<file path="src/rtl/sram_l1_pkg.sv">
// Shared widths, FSM state encoding and helpers for the L1 SRAM request controller.
package sram_l1_pkg;
  localparam int unsigned ADDR_W = 9;
  localparam int unsigned DATA_W = 32;
  localparam int unsigned MASK_W = 4;

  typedef enum logic [2:0] {
    WARMUP,
    IDLE,
    RD_WAIT,
    WR_HOLD,
    RESP,
    GAP
  } state_e;

  function automatic int unsigned max_u(input int unsigned a, input int unsigned b);
    return (a > b) ? a : b;
  endfunction
endpackage

</file>
<file path="src/rtl/sram_l1_cnt.sv">
// Loadable down-counter with zero flag; holds at zero until reloaded.
module sram_l1_cnt #(
  parameter int unsigned CNT_W   = 6,
  parameter int unsigned RST_VAL = 16
) (
  input  logic             clk,
  input  logic             rst,
  input  logic             load,
  input  logic [CNT_W-1:0] load_val,
  output logic [CNT_W-1:0] count,
  output logic             zero
);
  assign zero = (count == '0);

  always_ff @(posedge clk) begin
    if (rst)
      count <= CNT_W'(RST_VAL);
    else if (load)
      count <= load_val;
    else if (!zero)
      count <= count - CNT_W'(1);
  end
endmodule

</file>
<file path="src/rtl/sram_l1_req_ctrl.sv">
// Single-outstanding request controller in front of an SRAM macro wrapper:
// warmup, timed write hold, read wait with timeout, one-cycle response, csb gap.
module sram_l1_req_ctrl
  import sram_l1_pkg::*;
#(
  parameter int unsigned WARMUP_CYC     = 16,
  parameter int unsigned WR_HOLD_CYC    = 8,
  parameter int unsigned RD_TIMEOUT_CYC = 32,
  parameter int unsigned GAP_CYC        = 4
) (
  input  logic              clk,
  input  logic              rst,
  input  logic              req_valid,
  output logic              req_ready,
  input  logic              req_write,
  input  logic [ADDR_W-1:0] req_addr,
  input  logic [DATA_W-1:0] req_wdata,
  input  logic [MASK_W-1:0] req_wmask,
  output logic              rsp_valid,
  output logic [DATA_W-1:0] rsp_rdata,
  output logic              rsp_err,
  output logic [ADDR_W-1:0] sram_addr,
  output logic [DATA_W-1:0] sram_din,
  output logic              sram_we,
  output logic              sram_csb,
  output logic [MASK_W-1:0] sram_wmask,
  input  logic [DATA_W-1:0] sram_dout,
  input  logic              sram_data_ready
);
  localparam int unsigned CNT_MAX = max_u(max_u(WARMUP_CYC, WR_HOLD_CYC),
                                          max_u(max_u(RD_TIMEOUT_CYC, GAP_CYC), 1));
  localparam int unsigned CNT_W   = $clog2(CNT_MAX + 1);

  state_e            state, state_n;
  logic              cnt_load, cnt_zero, done;
  logic [CNT_W-1:0]  cnt_val, cnt;
  logic [ADDR_W-1:0] addr_n;
  logic [DATA_W-1:0] din_n, rdata_n;
  logic [MASK_W-1:0] wmask_n;
  logic              we_n, csb_n, err_n;

  sram_l1_cnt #(
    .CNT_W  (CNT_W),
    .RST_VAL(WARMUP_CYC)
  ) u_cnt (
    .clk     (clk),
    .rst     (rst),
    .load    (cnt_load),
    .load_val(cnt_val),
    .count   (cnt),
    .zero    (cnt_zero)
  );

  // Counter is loaded with N on entry; the state ends on the cycle it reads 1,
  // so each timed state occupies exactly N cycles.
  assign done      = cnt_zero || (cnt == CNT_W'(1));
  assign req_ready = (state == IDLE);
  assign rsp_valid = (state == RESP);

  always_comb begin
    state_n = state;
    addr_n  = sram_addr;
    din_n   = sram_din;
    wmask_n = sram_wmask;
    we_n    = sram_we;
    csb_n   = sram_csb;
    rdata_n = rsp_rdata;
    err_n   = rsp_err;
    case (state)
      WARMUP: if (done) state_n = IDLE;
      IDLE: begin
        if (req_valid) begin
          addr_n = req_addr;
          csb_n  = 1'b0;
          if (req_write) begin
            din_n   = req_wdata;
            wmask_n = req_wmask;
            we_n    = 1'b0;
            state_n = WR_HOLD;
          end else begin
            we_n    = 1'b1;
            state_n = RD_WAIT;
          end
        end
      end
      RD_WAIT: begin
        if (sram_data_ready || done) begin
          rdata_n = sram_data_ready ? sram_dout : '0;
          err_n   = !sram_data_ready;
          state_n = RESP;
        end
      end
      WR_HOLD: begin
        if (done) begin
          rdata_n = '0;
          err_n   = 1'b0;
          state_n = RESP;
        end
      end
      RESP: state_n = GAP;
      GAP:  if (done) state_n = IDLE;
      default: state_n = WARMUP;
    endcase

    if (state_n == RESP) begin
      csb_n   = 1'b1;
      we_n    = 1'b1;
      wmask_n = '0;
    end

    cnt_load = (state_n != state);
    case (state_n)
      WARMUP:  cnt_val = CNT_W'(WARMUP_CYC);
      RD_WAIT: cnt_val = CNT_W'(RD_TIMEOUT_CYC);
      WR_HOLD: cnt_val = CNT_W'(WR_HOLD_CYC);
      GAP:     cnt_val = CNT_W'(GAP_CYC);
      default: cnt_val = '0;
    endcase
  end

  always_ff @(posedge clk) begin
    if (rst) begin
      state      <= WARMUP;
      sram_addr  <= '0;
      sram_din   <= '0;
      sram_wmask <= '0;
      sram_we    <= 1'b1;
      sram_csb   <= 1'b1;
      rsp_rdata  <= '0;
      rsp_err    <= 1'b0;
    end else begin
      state      <= state_n;
      sram_addr  <= addr_n;
      sram_din   <= din_n;
      sram_wmask <= wmask_n;
      sram_we    <= we_n;
      sram_csb   <= csb_n;
      rsp_rdata  <= rdata_n;
      rsp_err    <= err_n;
    end
  end
endmodule

</file>
<file path="config.mk">
export PLATFORM = sky130hd
export DESIGN_NAME = sram_l1_req_ctrl
export DESIGN_NICKNAME = d
export VERILOG_FILES = /design/src/rtl/sram_l1_pkg.sv /design/src/rtl/sram_l1_cnt.sv /design/src/rtl/sram_l1_req_ctrl.sv
export SDC_FILE = /design/constraint.sdc
export NUM_CORES = 1
export LEC_CHECK = 0
export CAP_MARGIN = 10
export CORE_MARGIN = 4
export CORE_UTILIZATION = 46
export CTS_CLUSTER_DIAMETER = 120
export DETAILED_ROUTE_END_ITERATION = 12
export MAX_ROUTING_LAYER = met4
export PLACE_DENSITY = 0.95
export SLEW_MARGIN = 20
export SYNTH_ARGS = -nofsm -noshare
export SYNTH_HDL_FRONTEND = slang
export SYNTH_HIERARCHICAL = 1
export SYNTH_SLANG_ARGS = --single-unit
</file>
<file path="constraint.sdc">
create_clock -name clk -period 6.3 [get_ports clk]
set_input_delay 1.26 -clock clk [delete_from_list [all_inputs] [get_ports clk]]
set_output_delay 1.26 -clock clk [all_outputs]
set_load 0.02 [all_outputs]
</file>
# == Word-level counts from Yosys, hierarchy flattened ==
# Cells that the tools add are included.
# word_totals
register_bits,89
# op_classes
addsub,1
n_eq_ne,14
n_mux,17
n_reduce_logical,12
# op_table
cell,count
$mux W32,3
$pmux W32 S2,1
$pmux W6 S4,1
$pmux W3 S5,1
$eq A3 B2 Y1 const B,4
$eq A3 B3 Y1 const B,4
$mux W3,4
$mux W6,2
$eq A6 B1 Y1 const B,1
$logic_not A3 Y1,2
$logic_not A6 Y1,1
$ne A2 B2 Y1 const B,3
$reduce_and A3 Y1,2
$sub A6 B1 Y6 const B,1
$mux W1,4
$reduce_or A2 Y1,2
$eq A3 B1 Y1 const B,1
$ne A3 B3 Y1,1
$logic_or A1 B1 Y1,2
$pmux W1 S2,1
$reduce_and A2 Y1,1
$reduce_bool A2 Y1,1
$logic_not A1 Y1,1

# == Depth between registers and ports, before layout ==
# logic_depth
ltp_word,8
mapped_depth,12
depth_no_buf,11

# == Hierarchy ==
# Netlist, hierarchy kept.
# modules_own_cells
module,n_inst,cells_per_inst,area_per_inst_um2,seq_area_each_um2
sram_l1_req_ctrl,1,427,3475.8,1661.6
sram_l1_cnt,1,44,379.1,120.1

# == Worst setup path before layout ==
# OpenSTA, ideal clock, no wires.
# synth_path
path_kind,flip-flop to flip-flop
from,register u_cnt.count[1]
to,register u_cnt.count[4]
setup_time_ps,122
t_arrival_ps,2278
setup_slack_ps,3900
stages_incl_launch_ff,12
path_buffers,1
synth_period_minus_slack_ps,2400
path_cell_list,dfxtp_1 inv_1 ha_1 or4b_4 or2_4 inv_1 a21o_1 a21oi_1 nor2_1 buf_2 inv_1 a311o_1
# synth_via
word_cells_on_any_way,18
# synth_lines
item,line_no,text
start: declaration,sram_l1_cnt.sv:10,"output logic [CNT_W-1:0] count,"
start signal: assignment,sram_l1_cnt.sv:17,count <= CNT_W'(RST_VAL);
start signal: assignment,sram_l1_cnt.sv:19,count <= load_val;
start signal: assignment,sram_l1_cnt.sv:21,count <= count - CNT_W'(1);
$logic_not A6 Y1 *,sram_l1_cnt.sv:13,assign zero = (count == '0);
named net cnt_zero,sram_l1_req_ctrl.sv:35,"logic cnt_load, cnt_zero, done;"
$logic_or A1 B1 Y1 *,sram_l1_req_ctrl.sv:56,assign done = cnt_zero || (cnt == CNT_W'(1));
$logic_or A1 B1 Y1,sram_l1_req_ctrl.sv:87,if (sram_data_ready || done) begin
$mux W3,sram_l1_req_ctrl.sv:87,
$pmux W3 S5 *,sram_l1_req_ctrl.sv:69,case (state)
$ne A3 B3 Y1 *,sram_l1_req_ctrl.sv:111,cnt_load = (state_n != state);
named net cnt_load,sram_l1_req_ctrl.sv:35,
$ne A2 B2 Y1 (no source line) / $mux W6 (equally long branches),n/a,
# The timed path passes the listed nets; every way through them passes the cells marked *. The select of a mux whose other input is x is not followed.
# A chain may end at the register's enable or synchronous reset.

# == Worst setup path after layout ==
# layout_path
from,register u_cnt.count[0]
to,register u_cnt.count[1]
# Same word-level chain as after synthesis.

==> impl_metrics.json <==
{
  "first_global_vias": 3785,
  "core.rowCount": 33,
  "num_vias": 3756,
  "grt_pass1_wl_mm": 17.62,
  "total_number_of_nets_in_the_final_design": 695,
  "drive_gt1_share_pct": 9.903,
  "clockRootBuffer": "sky130_fd_sc_hd__clkbuf_8",
  "wirelength_mm": 11.02,
  "pre_cts_slack_ns": 2.815,
  "cts_htree_levels": 3,
  "die_width_um": 99.55,
  "tns_ns": 0,
  "regArea_um2": 1782,
  "post_route_fraction_of_the_period_consumed_by_the_critical_path_pct": 49.04,
  "share_seq_of_total_power_pct": 43.2,
  "critPathKind": "reg2reg",
  "run_status": "completed",
  "register_bit_total_from_synthesis": 89,
  "synth_most_common_cell": "sky130_fd_sc_hd__nand2_1",
  "total_design_power_mw": 1.523,
  "yosys_most_used_dff": "sky130_fd_sc_hd__dfxtp_1",
  "die_y_um": 99.55,
  "initial_antenna_violation_count": 0,
  "boundaryPins": 164,
  "area.growth.synth_to_final_pct": 46.15,
  "route.detailed.vias_per_inst": 5.209,
  "placeableCoreArea_um2": 8175,
  "drt_iter0_drc": 231,
  "worstHoldPathType": "reg2reg",
  "p_leak_nw": 1.933,
  "max-clock-path-buffers": 2,
  "cts_buffers": 9,
  "clk_pin_slew_ns": 0.08,
  "tritoncts": "yes",
  "clock_skew_ns": 0.007581,
  "start_util_pct": 47.15,
  "worst_r2r_path_depth": 11,
  "worst_slew_pin_slew_ns": 1.046,
  "synth_edf_count": 0,
  "synthesis.area_um2": 3855,
  "placement.io_buffers": 163,
  "synth_area_leaders": "sky130_fd_sc_hd__dfxtp_1 46%, sky130_fd_sc_hd__nand2_1 12%, sky130_fd_sc_hd__a21oi_1 7.0%",
  "fin_util_pct": 68.92,
  "post_drt_wl_per_cell_um": 15.29,
  "grt_use_total_pct": 22.22,
  "syn_avg_cell_area_um2": 8.185,
  "critical_path_arrival_ns": 3.26,
  "layout_min_cycle_time_ns": 3.089,
  "synth_top_area_share_pct": 46.22,
  "yosys.cell_types.count": 46,
  "multi_input_comb_area_um2": 1838,
  "dpl_cell_area_um2": 5423,
  "top_fanout_value_on_the_critical_path": 13,
  "crit-reg2reg-launch": "u_cnt/count[0]",
  "vdd.ir_drop.worst_v": 0.0001414,
  "synth.largest_area_cell": "sky130_fd_sc_hd__dfxtp_1",
  "share_clk_of_total_power_pct": 26.0,
  "finish.cell_count_without_fillers": 721,
  "finish.instance_area_um2": 5634,
  "clk_latency_ns": 0.34,
  "yosysSeqAreaShare_pct": 46.22,
  "final.hold.worst_slack_ns": 0.4553,
  "detail_route.drc_violations": 0,
  "finalSetupViolations": 0,
  "synth-warning-count": 6,
  "slew_violations": 0,
  "final_hpwl_dp_mm": 7.803,
  "sw_frac_of_total_pct": 32.74,
  "floorplan.die_area_um2": 9909,
  "dpl.cell_count": 705,
  "net-switching-power_mw": 0.4985,
  "clock_sinks": 89,
  "drt-pass1-iter-count": 5,
  "cts.repair.resized": 0,
  "synth_cells": 471,
  "cts_hold_repair.buffers": 0,
  "detail-route-antenna-nets": 0,
  "synth_common_cells": "126 x sky130_fd_sc_hd__nand2_1, 89 x sky130_fd_sc_hd__dfxtp_1, 54 x sky130_fd_sc_hd__a21oi_1",
  "power_per_standard_cell_area_nw_per_um2": 270.2,
  "gr-total-overflow": 0,
  "cts.repair_timing.setup_buffer_count": 0,
  "maxClockFrequency_mhz": 323.7,
  "holdPathStages": 2,
  "intPower_mw": 1.024,
  "min_from": "sram_din[31]",
  "layout_setup_ws_ns": 3.211,
  "antenna_cells_inserted": 0,
  "worstSetupStartpoint": "u_cnt/count[0]",
  "final-hold-violation-count": 0,
  "crit_path_start_kind": "flop",
  "globalplace.congestion": 0.8704,
  "fill_cells": 630,
  "ys_async_sr_fraction_pct": 0,
  "timing.critical_path.required_ns": 6.47,
  "combPwrFrac_pct": 30.8,
  "crit_path_end_kind": "flop",
  "grt_max_degree": 87,
  "setup_repair_after_global_routing_missed_its_margin": "no",
  "timing.slew.headroom_pct": 30.29,
  "number_of_maximum_capacitance_constraint_violations": 0
}
==> layer usage <==
| layer | GRT usage (%) | vias to the layer above | routed length [µm] |
|---|---|---|---|
| met4 | 7.143 | 0 | 199 |
| met1 | 25.74 | 1768 | 4510 |
| met2 | 37.40 | 134 | 5619 |
| li1 | - | 1838 | - |
| met3 | 6.031 | 16 | 695 |
| met5 | - | - | 0 |
==> final timing paths <==
kind         slack [ns]              to
max                3.21  u_cnt/count[1]
min                0.46    sram_din[31]
max reg2reg        3.21  u_cnt/count[1]
min reg2reg        0.46    sram_din[31]
==> cells in the final DEF, fill, tap and decap left out, drive strengths merged, types with 2 or more instances in the layout <==
master,Yosys,layout
dfxtp,89,89
nand2,127,127
nor2b,32,32
or3,2,2
clkbuf,17,11
nor2,10,10
a21o,5,5
o21ai,35,35
nand3b,4,4
clkinv,0,4
nor3,3,3
buf,18,2
a21oi,84,84
clkdlybuf4s50,0,162
nor3b,2,2
inv,11,11
conb,1,2
and4bb,2,2
nand2b,4,4
ha,2,2
a221oi,3,3
or2,2,2
==> cells by family (layout without fill, tap and decap cells) <==
family                   after synthesis  count (layout)  synth area share, %
other                                  1               2              0.09728
flip-flops                            89              89                46.22
XOR/XNOR                               1               1               0.2272
AND/OR/NAND/NOR                      193             193                23.69
adder cells (fa/ha/maj)                2               2               0.6490
AO/OA/AOI/OAI                        138             138                22.62
buffers and inverters                 47             191                6.491
==> critical path, cell delays in order, from the launching register on <==
cell	delay, ns
sky130_fd_sc_hd__dfxtp_1	0.35
sky130_fd_sc_hd__inv_1	0.11
sky130_fd_sc_hd__ha_1	0.21
sky130_fd_sc_hd__or4b_4	0.51
sky130_fd_sc_hd__or2_4	0.26
sky130_fd_sc_hd__inv_1	0.15
sky130_fd_sc_hd__a21o_1	0.17
sky130_fd_sc_hd__a21oi_1	0.06
sky130_fd_sc_hd__nor2_1	0.60
sky130_fd_sc_hd__inv_1	0.20
sky130_fd_sc_hd__o22ai_1	0.23
sky130_fd_sc_hd__a311oi_1	0.07
==> registers in the layout, summed over array words and instances, names as in the netlist <==
name	flops
sram_addr	9
sram_csb	1
rsp_err	1
sram_we	1
state	3
u_cnt/count	6
rsp_rdata	32
sram_din	32
sram_wmask	4
==> power groups by stage <==
stage,logic [mW],clock network (mW),registers (mW)
6_report,0.469,0.395,0.658
3_3_place_gp,0.445,0,0.666
2_1_floorplan,0.281,0,0.689
3_5_place_dp,0.462,0,0.669
5_1_grt,0.511,0.428,0.666
4_1_cts,0.465,0.404,0.657
==> layout make-up <==
cell class	instances	area share, %
Inverter	11	0.7328
Tap cell	105	2.332
Timing Repair Buffer	164	29.05
Clock buffer	11	2.687
Clock inverter	5	0.9549
Multi-Input combinational cell	336	32.62
Sequential cell	89	31.62
(Power assumes the default switching activity.)
